`src/rtl/clkdiv_prog_pkg.sv`:
```
// Shared constants for the programmable clock divider: common divisors on the 100 MHz clock
// and the smallest divisor the divider accepts.
package clkdiv_prog_pkg;

    localparam int unsigned DIV_1HZ      = 100000000;
    localparam int unsigned DIV_1KHZ     = 100000;
    localparam int unsigned DIV_DEBOUNCE = 1000000;  // 10 ms
    localparam int unsigned MIN_DIV      = 2;

endpackage

```
`src/rtl/clkdiv_prog_if.sv`:
```
// Control/status bundle of the clock divider: divisor load and enables in, waveform and
// status flags out.
interface clkdiv_prog_if #(
    parameter int unsigned WIDTH = 27
);

    logic             en;
    logic             sync_clr;
    logic             div_load;
    logic [WIDTH-1:0] div_val;
    logic             clk_out;
    logic             tick;
    logic             pending;
    logic             load_err;
    logic [WIDTH-1:0] count;

    modport master (
        output en, sync_clr, div_load, div_val,
        input  clk_out, tick, pending, load_err, count
    );

    modport slave (
        input  en, sync_clr, div_load, div_val,
        output clk_out, tick, pending, load_err, count
    );

endinterface

```
`src/rtl/clkdiv_prog.sv`:
```
// Runtime-programmable divider on clk100MHz: square wave plus one-cycle tick per period, with
// the divisor swapped in only at a period boundary or on a synchronous restart.
module clkdiv_prog
    import clkdiv_prog_pkg::*;
#(
    parameter int unsigned WIDTH       = 27,
    parameter int unsigned DEFAULT_DIV = 100000000
) (
    input logic           clk100MHz,
    input logic           rst,
    clkdiv_prog_if.slave  bus
);

    logic [WIDTH-1:0] cnt_q, cnt_d;
    logic [WIDTH-1:0] active_q, active_d;
    logic [WIDTH-1:0] shadow_q, shadow_d;
    logic             pending_q, pending_d;
    logic             tick_q, tick_d;
    logic             clk_q, clk_d;
    logic             err_q, err_d;

    logic             load_ok;
    logic             tc;
    logic             commit;
    logic [WIDTH-1:0] next_div;
    logic [WIDTH-1:0] cnt_inc;
    logic [WIDTH-1:0] high_len;

    assign load_ok  = bus.div_load && (bus.div_val >= WIDTH'(MIN_DIV));
    assign tc       = bus.en && (cnt_q == active_q - WIDTH'(1));
    assign cnt_inc  = cnt_q + WIDTH'(1);
    assign high_len = active_q - (active_q >> 1);
    // A load in the same cycle as a boundary bypasses the shadow register.
    assign commit   = load_ok || pending_q;
    assign next_div = load_ok ? bus.div_val : shadow_q;

    always_comb begin
        cnt_d     = cnt_q;
        active_d  = active_q;
        shadow_d  = shadow_q;
        pending_d = pending_q;
        clk_d     = clk_q;
        tick_d    = 1'b0;
        err_d     = bus.div_load && !load_ok;

        if (load_ok) begin
            shadow_d  = bus.div_val;
            pending_d = 1'b1;
        end

        if (bus.sync_clr) begin
            cnt_d = '0;
            clk_d = 1'b1;
            if (commit) begin
                active_d  = next_div;
                pending_d = 1'b0;
            end
        end else if (!bus.en) begin
            // Frozen: counter and waveform hold, only the shadow can be updated.
        end else if (tc) begin
            cnt_d  = '0;
            tick_d = 1'b1;
            clk_d  = 1'b1;
            if (commit) begin
                active_d  = next_div;
                pending_d = 1'b0;
            end
        end else begin
            cnt_d = cnt_inc;
            clk_d = (cnt_inc < high_len);
        end
    end

    always_ff @(posedge clk100MHz or negedge rst) begin
        if (!rst) begin
            cnt_q     <= '0;
            active_q  <= WIDTH'(DEFAULT_DIV);
            shadow_q  <= WIDTH'(DEFAULT_DIV);
            pending_q <= 1'b0;
            tick_q    <= 1'b0;
            clk_q     <= 1'b0;
            err_q     <= 1'b0;
        end else begin
            cnt_q     <= cnt_d;
            active_q  <= active_d;
            shadow_q  <= shadow_d;
            pending_q <= pending_d;
            tick_q    <= tick_d;
            clk_q     <= clk_d;
            err_q     <= err_d;
        end
    end

    assign bus.count    = cnt_q;
    assign bus.clk_out  = clk_q;
    assign bus.tick     = tick_q;
    assign bus.pending  = pending_q;
    assign bus.load_err = err_q;

endmodule
```
`src/flat_wrapper.sv`:
```
// flat-port wrapper written by rule: the top's interface ports become plain ports
module clkdiv_prog_flat import clkdiv_prog_pkg::*;
#(
    parameter int unsigned WIDTH       = 27,
    parameter int unsigned DEFAULT_DIV = 100000000
)
  (clk100MHz, rst, bus_en, bus_sync_clr, bus_div_load, bus_div_val, bus_clk_out, bus_tick, bus_pending, bus_load_err, bus_count);
  clkdiv_prog_if #(.WIDTH(WIDTH)) bus_i ();
  input logic clk100MHz;
  input logic rst;
  input wire logic [$bits(bus_i.en)-1:0] bus_en;
  input wire logic [$bits(bus_i.sync_clr)-1:0] bus_sync_clr;
  input wire logic [$bits(bus_i.div_load)-1:0] bus_div_load;
  input wire logic [$bits(bus_i.div_val)-1:0] bus_div_val;
  output wire logic [$bits(bus_i.clk_out)-1:0] bus_clk_out;
  output wire logic [$bits(bus_i.tick)-1:0] bus_tick;
  output wire logic [$bits(bus_i.pending)-1:0] bus_pending;
  output wire logic [$bits(bus_i.load_err)-1:0] bus_load_err;
  output wire logic [$bits(bus_i.count)-1:0] bus_count;
  assign bus_i.en = bus_en;
  assign bus_i.sync_clr = bus_sync_clr;
  assign bus_i.div_load = bus_div_load;
  assign bus_i.div_val = bus_div_val;
  assign bus_clk_out = bus_i.clk_out;
  assign bus_tick = bus_i.tick;
  assign bus_pending = bus_i.pending;
  assign bus_load_err = bus_i.load_err;
  assign bus_count = bus_i.count;
  clkdiv_prog #(.WIDTH(WIDTH), .DEFAULT_DIV(DEFAULT_DIV)) u_core (.clk100MHz(clk100MHz), .rst(rst), .bus(bus_i));
endmodule
```
`config.mk`:
```
export PLATFORM = sky130hd
export DESIGN_NAME = clkdiv_prog_flat
export DESIGN_NICKNAME = d
export VERILOG_FILES = /design/src/rtl/clkdiv_prog_pkg.sv /design/src/rtl/clkdiv_prog_if.sv /design/src/rtl/clkdiv_prog.sv /design/src/flat_wrapper.sv
export SDC_FILE = /design/constraint.sdc
export NUM_CORES = 1
export LEC_CHECK = 0
export CORE_MARGIN = 2
export CORE_UTILIZATION = 59
export CTS_BUF_LIST = sky130_fd_sc_hd__clkbuf_16
export CTS_CLUSTER_DIAMETER = 120
export DETAILED_ROUTE_END_ITERATION = 16
export PLACE_DENSITY_LB_ADDON = 0.12
export RECOVER_POWER = 100
export SLEW_MARGIN = 20
export SYNTH_ARGS = -nofsm -noshare
export SYNTH_HDL_FRONTEND = slang
export SYNTH_SLANG_ARGS = --single-unit
```
`constraint.sdc`:
```
create_clock -name clk100MHz -period 5.24 [get_ports clk100MHz]
set_input_delay 1.048 -clock clk100MHz [delete_from_list [all_inputs] [get_ports clk100MHz]]
set_output_delay 1.048 -clock clk100MHz [all_outputs]
set_load 0.01 [all_outputs]
```
# == After elaboration in Yosys (flattened, before gate mapping) ==
# Index checks and enable logic that the tools add are counted.
# word_totals
elab_cells,40
regBits,85
out_inout_bits,31
# classes
order_cmp,2
reduce_logical,8
add_sub_neg,3
eq_ne,1
muxes,19
# ops
op,count
$mux 27,8
$add 27x1->27 const B,1
$eq 27x27->1,1
$ge 27x2->1 const B,1
$lt 27x27->1,1
$sub 27x1->27 const B,1
$sub 27x26->27,1
$mux 1,11
$reduce_bool 2->1,2
$logic_and 1x1->1,3
$reduce_and 2->1,1
$logic_not 1->1,1
$logic_or 1x1->1,1

# == Depth between registers and ports, before layout ==
# depth
ltp_word,7
depth_mapped,20
ltp_nobuf,20

# == Worst setup path after synthesis ==
# Ideal clock, no wire load.
# synth_timing
path_kind,reg-to-reg
from,reg u_core.active_q[0]
to,"reg u_core.clk_q, in the netlist u_core.bus.clk_out"
required_ps,5157
synth_period_minus_slack_ps,3775
path_slack_ps,1465
t_arrival_ps,3693
stages_incl_launch_ff,21
cell_sequence,dfrtp_1 inv_1 ha_1 inv_1 fa_1 nand2b_1 a21oi_1 a221o_1 a31oi_1 o31a_1 o21ai_0 a21oi_1 o21bai_1 xor2_1 ha_1 a21o_1 a21o_1 a21oi_1 nand2b_1 o31a_1 o21ai_0
# synth_via
elab_chain_len,6
word_cells_on_any_way,8
# synth_lines
element,line_no,source
start: declaration,clkdiv_prog.sv:15,"logic [WIDTH-1:0] active_q, active_d;"
start signal: assignment,clkdiv_prog.sv:77,active_q <= WIDTH'(DEFAULT_DIV);
start signal: assignment,clkdiv_prog.sv:85,active_q <= active_d;
"parallel branches: the longest is 3 deep, another holds $sub 27x26->27",-,
$mux 1 (*),clkdiv_prog.sv:60,end else if (tc) begin
$mux 1 (*),clkdiv_prog.sv:58,end else if (!bus.en) begin
$mux 1 (*),clkdiv_prog.sv:51,if (bus.sync_clr) begin
end signal: assignment,clkdiv_prog.sv:89,clk_q <= clk_d;
end: declaration,clkdiv_prog.sv:19,"logic clk_q, clk_d;"
# Mark *: on every way between the ends. The select of a mux whose other input is x is not followed.
# A chain may end at the register's enable or synchronous reset.

# == Worst setup path after layout ==
# layout_timing
from,reg u_core.active_q[2]
to,reg u_core.active_q[9]
# layout_via
elab_chain_len,5
# layout_lines
element,line_no,source
$sub 27x1->27,clkdiv_prog.sv:30,assign tc = bus.en && (cnt_q == active_q - WIDTH'(1));
$eq 27x27->1,clkdiv_prog.sv:30,
$logic_and 1x1->1,clkdiv_prog.sv:30,
$reduce_bool 2->1 (no line),-,
$reduce_and 2->1 (no line),-,
# Every way passes these cells.

==> run_results.csv <==
group,metric,value,unit
die,fp.dieH,114,um
logic_synthesis,async_flop_share,1.00,
global_routing,grt_util_all_layers,0.288,
cts,clk_pin_slew,0.07,ns
outcome,violations,"max-capacitance violations, max-slew violations",
die,dieArea,13100,sq um
sta,finalMaxSlewViolations,46,
routing,avgRoutedWirePerCell,18.4,um
final_layout,areaGrowthSynthToFinish,12.3,%
global_routing,grt_max_degree,58,
die,core_area,12000,sq um
global_routing,grt_pass1_wl,29.5,mm
die,initial_utilization,0.602,
logic_synthesis,synth_compound_area_frac,0.186,
logic_synthesis,synth_top_family_by_area,"compound AO/OA/AOI/OAI gates",
logic_synthesis,netlist.area_leader.share,0.212,
sta,hold_viol,0,
routing,drt_drc_violations_left,0,
routing,drt-initial-drc-count,540,
place,io_buffer_count,62,
routing,wl,18.3,mm
final_layout,fillers,997,
cts,htreeDepth,3,
place,hpwl,14.0,mm
logic_synthesis,synth_edf_count,0,
logic_synthesis,synthTopCellsByCount,"82 x ha_1, 64 x nand2_1, 62 x xnor2_1, 61 x dfrtp_1, 53 x inv_1",
global_routing,antenna_found_initial,0,
hold_path,hold_class,"flop to flop",
cts,postCtsSetupBuffers,0,
final_layout,final_area,8090,sq um
place,place_area,7930,sq um
global_routing,grt_pass1_vias,5849,
logic_synthesis,synth-seq-cells,85,
cts,cts_tree,"built",
logic_synthesis,synth_fa_ha_area_frac,0.145,
logic_synthesis,yosysMostFrequentCell,"ha_1",
global_routing,overflow,0,
logic_synthesis,synthMuxAreaShare,0.0429,
outcome,status,"complete, but fails checks",
cts,numCtsBuffers,9,
sta,fmax,0.219,GHz
logic_synthesis,netlist_area,7200,sq um
die,rows,40,
critical_path,worst_setup_path_end_kind,"flop",
sta,grt_setup_unrepaired,"no",
logic_synthesis,syn_area_per_cell,9.08,sq um
routing,vias,6078,
sta,min_period,4.56,ns
critical_path,worst_ep_arrival_time,4.81,ns
logic_synthesis,synth_xor_area_frac,0.112,
logic_synthesis,synthSimpleGateAreaFrac,0.166,
sta,tightest_slew,2.49,ns
critical_path,crit_type,"flop to flop",
job,drv_cap,1,
logic_synthesis,syn_inst,793,
cts,cts-resized-gates,0,
cts,insertion_delay,0.35,ns
sta,relSlewSlack,-0.663,
routing,dr.pass1.iters,5,
logic_synthesis,synth_flop_cell,"dfrtp_1",
logic_synthesis,synthDistinctLibCells,64,
cts,clock-root-buffer,"clkbuf_16",
cts,hold_buffers,0,
sta,finalSetupViolations,0,
power_and_ir_drop,power.leakage,3.66,nW
final_layout,drive_gt1_frac,0.0945,
final_layout,num-nets-final,957,
die,ios,63,
logic_synthesis,yosys-top-cells-area,"dfrtp_1 21%, ha_1 14%, dfstp_2 8.8%",
critical_path,crit_path_max_fanout,30,
logic_synthesis,synth_top_area_cell,"dfrtp_1",
cts,cts_sinks,85,
cts,clk_path_buf_depth,2,
power_and_ir_drop,vdd_drop_max,0.241,mV
sta,fin_crit_sh,0.870,
sta,finClkSkew,0.0135,ns
logic_synthesis,syn-num-nets,908,
final_layout,antenna_cells,0,
critical_path,cp.required,5.50,ns
critical_path,critPathLaunchType,"flop",
logic_synthesis,synth_warnings,0,
logic_synthesis,yosysSeqAreaShare,0.300,
die,die_x,114,um
routing,antenna_left,0,
routing,viasPerCell,6.11,
power_and_ir_drop,p_per_area,295,nW/um^2
place,gp_congestion,0.932,
power_and_ir_drop,finalPower,2.39,mW
sta,tns,0,ns
==> path summary, 6_finish.rpt <==
check	start	endpoint	slack (ns)	cells after the start
min in group asynchronous	rst	u_core.bus.count[11]$_DFFE_PN0P_	1.46	1
max	u_core.active_q[2]$_DFFE_PN0P_	u_core.active_q[9]$_DFFE_PN0P_	0.68	12
min reg2reg	u_core.shadow_q[6]$_DFF_PN0_	u_core.shadow_q[6]$_DFF_PN0_	0.48	2
max reg2reg	u_core.active_q[2]$_DFFE_PN0P_	u_core.active_q[9]$_DFFE_PN0P_	0.68	12
max in group asynchronous	rst	u_core.active_q[25]$_DFFE_PN0P_	1.76	2
min	u_core.shadow_q[6]$_DFF_PN0_	u_core.shadow_q[6]$_DFF_PN0_	0.48	2
==> cell families (layout without fill, tap and decap cells) <==
group / after synthesis / in the layout
buf+inv: 86 / 140
mux: 28 / 28
xor+xnor: 92 / 92
compound gates: 182 / 182
fa+ha+maj: 83 / 83
simple gates: 237 / 237
flops: 85 / 85
==> per-layer routing <==
layer	vias up	part of all wire	track usage
met2	196	0.46	0.460
met3	28	0.047	0.0323
met1	2928	0.47	0.405
li1	2926	-	-
met4	0	0.021	0.100
met5	-	0	0
==> state kept, by name, indices dropped and copies added, names as in the netlist <==
name / flops
u_core.bus.load_err: 1
u_core.bus.count: 27
u_core.bus.clk_out: 1
u_core.bus.pending: 1
u_core.active_q: 27
u_core.shadow_q: 27
u_core.bus.tick: 1
==> report_power, final <==
part	internal (mW)	leakage (nW)	switching, mW
Combinational	0.409	2.49	0.512
Clock	0.378	0.149	0.299
Sequential	0.725	1.02	0.0634
Total	1.51	3.66	0.874
==> through the flow <==
stage	util	hold slack (ns)	worst slack [ns]	instances
floorplan	-	0.446	1.46	793
global placement	0.663	0.459	1.12	978
detailed placement	0.663	0.464	0.980	978
CTS	0.689	0.480	0.943	994
global route	0.676	0.506	0.370	994
finish	0.676	0.479	0.681	994
==> layout make-up <==
class	count	area (sq um)	share of cell area
inverter	54	203	0.0251
sequential	85	2160	0.267
multi-input combinational	622	4570	0.565
clock buffer	9	225	0.0278
tap	147	184	0.0227
timing repair buffer	70	666	0.0823
clock inverter	7	80.1	0.00990
==> cells in the final DEF, fill, tap and decap left out, drive strengths merged, types with 6 or more instances in the layout <==
| master | n |
|---|---|
| a21oi | 47 |
| a22oi | 8 |
| inv | 57 |
| a21o | 6 |
| clkbuf | 13 |
| nor2b | 12 |
| nand3 | 32 |
| xor2 | 30 |
| clkdlybuf4s50 | 29 |
| or4 | 6 |
| o22ai | 28 |
| dfrtp | 61 |
| o21ai | 27 |
| nand4 | 14 |
| nor2 | 50 |
| nand2 | 64 |
| xnor2 | 62 |
| nand2b | 12 |
| ha | 82 |
| mux2 | 23 |
| dlygate4sd3 | 32 |
| dfstp | 24 |
| a2bb2oi | 26 |
| nor4 | 9 |
| nor3 | 16 |
==> worst max-delay path, stage by stage (launching register included) <==
cell	delay [ns]
dfrtp_1	0.43
inv_1	0.17
ha_1	0.27
nand4_2	0.19
nor4_1	0.61
nand2_1	0.18
o311ai_1	0.34
nand3_1	0.12
or4_1	0.92
nand2b_2	0.26
a21boi_4	0.51
buf_4	0.25
a2bb2oi_1	0.20
Note: power is estimated with default switching activity, not from simulation.
